**config.mk**
```make
export PLATFORM = sky130hd
export DESIGN_NAME = instr_fetch
export DESIGN_NICKNAME = d
export VERILOG_FILES = /design/src/rtl/cpu_pkg.sv /design/src/rtl/instr_fetch.sv
export SDC_FILE = /design/constraint.sdc
export NUM_CORES = 1
export LEC_CHECK = 0
export ABC_AREA = 1
export CAP_MARGIN = 20
export CORE_AREA = 2 2 95 97
export DETAILED_ROUTE_END_ITERATION = 10
export DIE_AREA = 0 0 97 99
export PLACE_DENSITY = 0.62
export RECOVER_POWER = 100
export SLEW_MARGIN = 20
export SYNTH_ARGS = -nofsm -noshare
export SYNTH_HDL_FRONTEND = slang
export SYNTH_SLANG_ARGS = --single-unit
```
**constraint.sdc**
```tcl
create_clock -name clk -period 2.9 [get_ports clk]
set_input_delay 0.87 -clock clk [delete_from_list [all_inputs] [get_ports clk]]
set_output_delay 0.87 -clock clk [all_outputs]
set_load 0.01 [all_outputs]
```
**src/rtl/cpu_pkg.sv**
```systemverilog
`default_nettype none
// +--------------------------------------------------------------------------+
// | Package     : cpu_pkg                                                     |
// | Description : Shared definitions for the 16-bit teaching CPU: default     |
// |               bus widths, instruction geometry, the halt opcode and the   |
// |               fetch-stage state encoding.                                 |
// | Revision    : 1.0 - initial release                                       |
// +--------------------------------------------------------------------------+
package cpu_pkg;

   // Default widths; modules expose these as overridable parameters.
   localparam int DEF_ADDR_W  = 8;
   localparam int DEF_DATA_W  = 16;
   localparam int DEF_OP_W    = 4;

   // One instruction occupies three consecutive words: op, a, b.
   localparam int INSTR_WORDS = 3;

   // Opcode that stops fetch when the halt feature is compiled in.
   localparam logic [3:0] OP_HALT = 4'hF;

   // Fetch-stage states. HALTED is only reachable when the halt feature
   // is compiled in.
   typedef enum logic [2:0] {
      RD_OP  = 3'd0,
      RD_A   = 3'd1,
      RD_B   = 3'd2,
      LAST   = 3'd3,
      VALID  = 3'd4,
      HALTED = 3'd5
   } fetch_state_t;

endpackage : cpu_pkg
`default_nettype wire

```
**src/rtl/instr_fetch.sv**
```systemverilog
`default_nettype none
// +--------------------------------------------------------------------------+
// | Module      : instr_fetch                                                 |
// | Description : Fetch stage ahead of the ALU datapath. Reads op, a and b    |
// |               from consecutive program-memory words starting at pc and    |
// |               offers them as one instruction over valid/ready. pc steps   |
// |               by three per accepted instruction; jump_en redirects.       |
// | Revision    : 1.0 - initial release                                       |
// |                                                                          |
// | Ports                                                                    |
// |   clk        in   clock, rising edge                                     |
// |   clr        in   asynchronous active-low reset                          |
// |   mem_addr   out  program-memory address                                 |
// |   mem_rd     out  read strobe (data returns one cycle later)             |
// |   mem_data   in   program-memory read data                               |
// |   op/a/b     out  instruction fields to the ALU stage                     |
// |   out_valid  out  op/a/b hold a complete instruction                     |
// |   out_ready  in   ALU stage accepts the instruction                      |
// |   pc         out  address of the instruction being fetched or held       |
// |   jump_en    in   redirect request (wins over everything but reset)      |
// |   jump_addr  in   redirect target                                        |
// |   halted     out  fetch stopped on a halt opcode                         |
// |                                                                          |
// | Build option                                                             |
// |   INSTR_FETCH_HALT_OP_EN : when defined, an OP_HALT opcode parks the      |
// |   stage in HALTED until reset or jump. When undefined, OP_HALT is an     |
// |   ordinary opcode and halted is tied low.                                |
// +--------------------------------------------------------------------------+
module instr_fetch
   import cpu_pkg::*;
#(
   parameter int ADDR_W = DEF_ADDR_W,
   parameter int DATA_W = DEF_DATA_W,
   parameter int OP_W   = DEF_OP_W
) (
   input  logic              clk,
   input  logic              clr,
   output logic [ADDR_W-1:0] mem_addr,
   output logic              mem_rd,
   input  logic [DATA_W-1:0] mem_data,
   output logic [OP_W-1:0]   op,
   output logic [DATA_W-1:0] a,
   output logic [DATA_W-1:0] b,
   output logic              out_valid,
   input  logic              out_ready,
   output logic [ADDR_W-1:0] pc,
   input  logic              jump_en,
   input  logic [ADDR_W-1:0] jump_addr,
   output logic              halted
);

   fetch_state_t      r_state;
   fetch_state_t      w_next_state;
   logic [ADDR_W-1:0] r_pc;
   logic [OP_W-1:0]   r_op;
   logic [DATA_W-1:0] r_a;
   logic [DATA_W-1:0] r_b;

   assign pc = r_pc;
   assign op = r_op;
   assign a  = r_a;
   assign b  = r_b;

   // State register
   always_ff @(posedge clk or negedge clr) begin
      if (!clr) begin
         r_state <= RD_OP;
      end else begin
         r_state <= w_next_state;
      end
   end

   // Next state and outputs. Each RD_* state issues one read; the word
   // returned for it is captured one state later, so LAST only collects b.
   always_comb begin
      w_next_state = r_state;
      mem_rd       = 1'b0;
      mem_addr     = r_pc;
      out_valid    = 1'b0;
      halted       = 1'b0;

      case (r_state)
         RD_OP: begin
            mem_rd       = 1'b1;
            w_next_state = RD_A;
         end
         RD_A: begin
            mem_rd       = 1'b1;
            mem_addr     = r_pc + ADDR_W'(1);
            w_next_state = RD_B;
         end
         RD_B: begin
            mem_rd       = 1'b1;
            mem_addr     = r_pc + ADDR_W'(2);
            w_next_state = LAST;
         end
         LAST: begin
`ifdef INSTR_FETCH_HALT_OP_EN
            // op was captured on the RD_A -> RD_B edge, so it is stable here.
            if (r_op == OP_W'(OP_HALT)) begin
               w_next_state = HALTED;
            end else begin
               w_next_state = VALID;
            end
`else
            w_next_state = VALID;
`endif
         end
         VALID: begin
            out_valid = 1'b1;
            if (out_ready) begin
               w_next_state = RD_OP;
            end
         end
`ifdef INSTR_FETCH_HALT_OP_EN
         HALTED: begin
            halted = 1'b1;
         end
`endif
         default: begin
            w_next_state = RD_OP;
         end
      endcase

      // A redirect abandons any partial fetch and drops a held instruction,
      // even one being accepted in the same cycle.
      if (jump_en) begin
         w_next_state = RD_OP;
      end
   end

   // pc and instruction field registers
   always_ff @(posedge clk or negedge clr) begin
      if (!clr) begin
         r_pc <= '0;
         r_op <= '0;
         r_a  <= '0;
         r_b  <= '0;
      end else if (jump_en) begin
         r_pc <= jump_addr;
      end else begin
         case (r_state)
            RD_A:    r_op <= mem_data[OP_W-1:0];
            RD_B:    r_a  <= mem_data;
            LAST:    r_b  <= mem_data;
            VALID: begin
               if (out_ready) begin
                  r_pc <= r_pc + ADDR_W'(INSTR_WORDS);
               end
            end
            default: ;
         endcase
      end
   end

endmodule : instr_fetch
`default_nettype wire

```
==> PnR_summary.wiki <==
{| class="wikitable"
! Metric !! Value
|-
| Routability cong. || roughly 0.85
|-
| Post-synthesis mux area share || 0
|-
| Net switching power || roughly 0.74 mW
|-
| Number of antenna-violating nets in the routed design || 0
|-
| Number of pins exceeding their max-slew limit in the final report || 0
|-
| Wire length reported by the detailed router || approximately 6600 µm
|-
| Synth top area share || 0.471
|-
| Top library cells by usage in the layout, fill and taps aside || sky130_fd_sc_hd__nand2_1 (94), sky130_fd_sc_hd__o21ai_0 (40), sky130_fd_sc_hd__dfrtp_1 (40), sky130_fd_sc_hd__clkdlybuf4s50_1 (40), sky130_fd_sc_hd__dlygate4sd3_1 (40)
|-
| Post-synthesis sequential area ratio || 0.471
|-
| Endpoint type of the worst setup path || output port
|-
| Antenna cell count || 0
|-
| Number of clock sinks || between 40 and 50
|-
| Largest family of logic cells by synthesized area || simple AND/OR/NAND/NOR gates
|-
| Leading area contributor after synthesis || sky130_fd_sc_hd__dfrtp_1
|-
| Total standard cell area after synthesis || around 0.0025 mm²
|-
| Yosys reg bits || between 40 and 50
|-
| Unrepaired setup endpoints after global routing || true
|-
| CTS tree || yes
|-
| Status || finished clean
|-
| Number of standard cells in the final layout excluding fillers || 500
|-
| Longest Clk Path Bufs || 2
|-
| Total nets after synthesis || ~330
|-
| Placed Instance Area || about 0.0034 mm²
|-
| Final Critical Period || about 2800 ps
|-
| Die height || 99 µm
|-
| Number of warnings printed during yosys synthesis || 0
|-
| Max Cap Viol || 0
|-
| Total overflow reported by the global router || 0
|-
| Final Hold Fails || 0
|-
| Depth of the CTS H-tree || 2
|-
| Via count of the first global-routing pass || roughly 2100
|-
| Biggest area contributors in the synthesized netlist || sky130_fd_sc_hd__dfrtp_1 (47%), sky130_fd_sc_hd__nand2_1 (14%), sky130_fd_sc_hd__nand3_1 (6.6%)
|-
| Starting density of the core || 0.292
|-
| Final setup vio count || 0
|-
| Max IR drop VDD || roughly 220 µV
|-
| Relative area change from synthesis to final layout || 37.7%
|-
| Crit path launch || pc[2]
|-
| Fraction of layout cells with a size suffix above 1 || 0.105
|-
| Clock network fraction of design power || 0.183
|-
| Full die area || roughly 0.0096 mm²
|-
| HPWL after DPL || between 4000 and 5000 µm
|-
| Count of vias placed by the detailed router || 2233
|-
| Xor/xnor cell area share of the yosys netlist || 0
|-
| Post-Route Hold Slack || a little under 500 ps
|-
| Clk Tree Root Cell || sky130_fd_sc_hd__clkbuf_8
|-
| Largest fanout on the critical path || 7
|-
| Number of synthesized flops with an enable pin || 0
|-
| Clock network latency to the later pin of the worst-skew pair || around 300 ps
|-
| Vias/cell || about 4.5
|-
| Cells after synthesis || ~300
|-
| Worst setup slack after placement || 298 ps
|-
| Seq pwr share || 0.436
|-
| Mapped Avg Cell Area || roughly 8.3 µm²
|-
| Final cell area excluding filler cells || roughly 0.0034 mm²
|-
| Boundary Pins || 83
|-
| Worst Setup EP || mem_addr[2]
|-
| Residual DRC count || 0
|-
| Proportion of power drawn by combinational gates || 0.381
|-
| Internal Pwr Total || between 1 and 1.5 mW
|-
| Clock slew seen by the registers of the worst setup and hold paths || ~90 ps
|-
| Largest net degree at the start of global routing || 34
|-
| Worst-case setup margin in the final layout || approximately 87 ps
|-
| Die width || a little under 100 µm
|-
| Area fraction in compound gates after synthesis || 0.123
|-
| Worst min-delay path category || reg2reg
|-
| Count of TritonRoute iterations in the first routing pass || 4
|-
| First-pass GRT wire length || 10600 µm
|-
| Required time of the worst setup path || 2030 ps
|-
| Total leakage power || 1.67 nW
|-
| Ys flop type || sky130_fd_sc_hd__dfrtp_1
|-
| Register-to-register setup slack || approximately 1300 ps
|-
| Measured slew at the worst slew-check pin || around 1300 ps
|-
| IO buf count || just over 80
|-
| Peak clock frequency supported by timing || about 0.36 GHz
|-
| TritonCTS buffer count || 5
|-
| Class of the most critical setup path || reg2out
|-
| RR Startpoint || r_state[1]
|-
| Aggregate global-route resource usage || 0.137
|-
| Routed wire per std cell || approximately 13 µm
|-
| Std-Cell Rows || 34
|-
| Overall power of the completed layout || between 2 and 2.5 mW
|-
| Final nets || between 400 and 500
|-
| Count of distinct cell types in the synthesized netlist || 26
|-
| CP arrival || between 1500 and 2000 ps
|-
| Adder-cell share of the synthesized area || 0.0201
|-
| Count of hold buffers inserted by post-cts repair || 0
|-
| Iteration-0 DRC Markers || about 150
|-
| Finished Core Util || 0.402
|-
| PD cells || between 600 and 700 mW/mm²
|-
| Basic-gate share of the synthesized area counting and, or, nand and nor cells || 0.281
|-
| Antenna violations before repair || 0
|-
| Fraction of registers with async set/reset || 1.00
|-
| Max-slew headroom || 0.143
|-
| Reg2reg path depth || 5
|-
| Post-Place Cells || between 400 and 500
|-
| Endpoint of the worst-slack reg-to-reg timing path || b[11]
|-
| Switching part of the total power || 0.339
|-
| Type of element launching the critical path || flop
|-
| Clock Skews || between 5 and 6 ps
|-
| Most frequent standard cell in the layout excluding fill and tap cells || sky130_fd_sc_hd__nand2_1
|-
| Sum of negative setup slack || 0 ps
|-
| Tcrit/Tclk final || 0.970
|-
| Core Box Area || 0.00855 mm²
|}
==> layer usage <==
layer | up-vias | share of wire | global-route usage
li1 | 1143 | - | -
met1 | 1035 | 0.45 | 0.170
met2 | 47 | 0.50 | 0.244
met3 | 8 | 0.038 | 0.0262
met4 | 0 | 0.015 | 0.0358
met5 | - | 0 | 0
==> critical path: stages, from the launching register on <==
cell	delay, ps
sky130_fd_sc_hd__dfrtp_2	470
sky130_fd_sc_hd__buf_4	180
sky130_fd_sc_hd__ha_1	270
sky130_fd_sc_hd__o211ai_1	160
sky130_fd_sc_hd__clkdlybuf4s50_1	560
==> power by group through the flow <==
stage	clock, mW	combinational (mW)	sequential, mW
detailed placement	0	0.933	0.969
CTS	0.422	0.936	0.960
global route	0.448	0.913	0.981
global placement	0	0.923	0.963
finish	0.398	0.829	0.948
floorplan	0	0.323	1.03
==> worst min path at each step <==
stage                          start    endpoint  slack, ps  cells past startpoint
after floorplan           r_state[0]  r_state[0]        510                      1
final                           a[2]        a[2]        490                      2
after detailed placement        a[2]        a[2]        470                      2
after CTS                       a[2]        a[2]        490                      2
after global placement         b[13]       b[13]        470                      2
after global routing            b[8]        b[8]        520                      2
==> flip-flops by register name, summed over array words and instances, names as in the netlist <==
register,cells
a,16
b,16
op,4
pc,8
r_state,3
==> cell usage after synthesis, types with 3 or more instances <==
master	n
sky130_fd_sc_hd__buf_2	3
sky130_fd_sc_hd__buf_6	8
sky130_fd_sc_hd__dfrtp_1	47
sky130_fd_sc_hd__ha_1	4
sky130_fd_sc_hd__inv_1	36
sky130_fd_sc_hd__nand2_1	95
sky130_fd_sc_hd__nand2_4	3
sky130_fd_sc_hd__nand3_1	33
sky130_fd_sc_hd__nand4_1	6
sky130_fd_sc_hd__nor2_1	6
sky130_fd_sc_hd__nor2_4	3
sky130_fd_sc_hd__o21ai_0	23
sky130_fd_sc_hd__o21ai_1	5
sky130_fd_sc_hd__o21ai_2	16
==> cell type report <==
cell class                      count  area (µm²)
Sequential cell                    47        1180
Clock buffer                        6        72.6
Timing Repair Buffer               93         888
Tap cell                          108         135
Multi-Input combinational cell    206         995
Inverter                           38         145
Clock inverter                      2        16.3
Fill cell                         879        5110
==> timing repair <==
item	in CTS	in global routing
hold endpoints to repair	0	0
pin swaps	0	1
gates resized for setup	4	8
gates cloned	0	1
endpoints found under the setup margin	4	7
buffers inserted	0	7
==> cells by family (layout without fill, tap and decap cells) <==
group,count (synthesis),count (layout)
AO/OA/AOI/OAI,48,48
buffers and inverters,50,139
AND/OR/NAND/NOR,152,153
other,1,1
adder cells (fa/ha/maj),4,4
flip-flops,47,47
No activity file was read; power rests on OpenSTA's default activity.
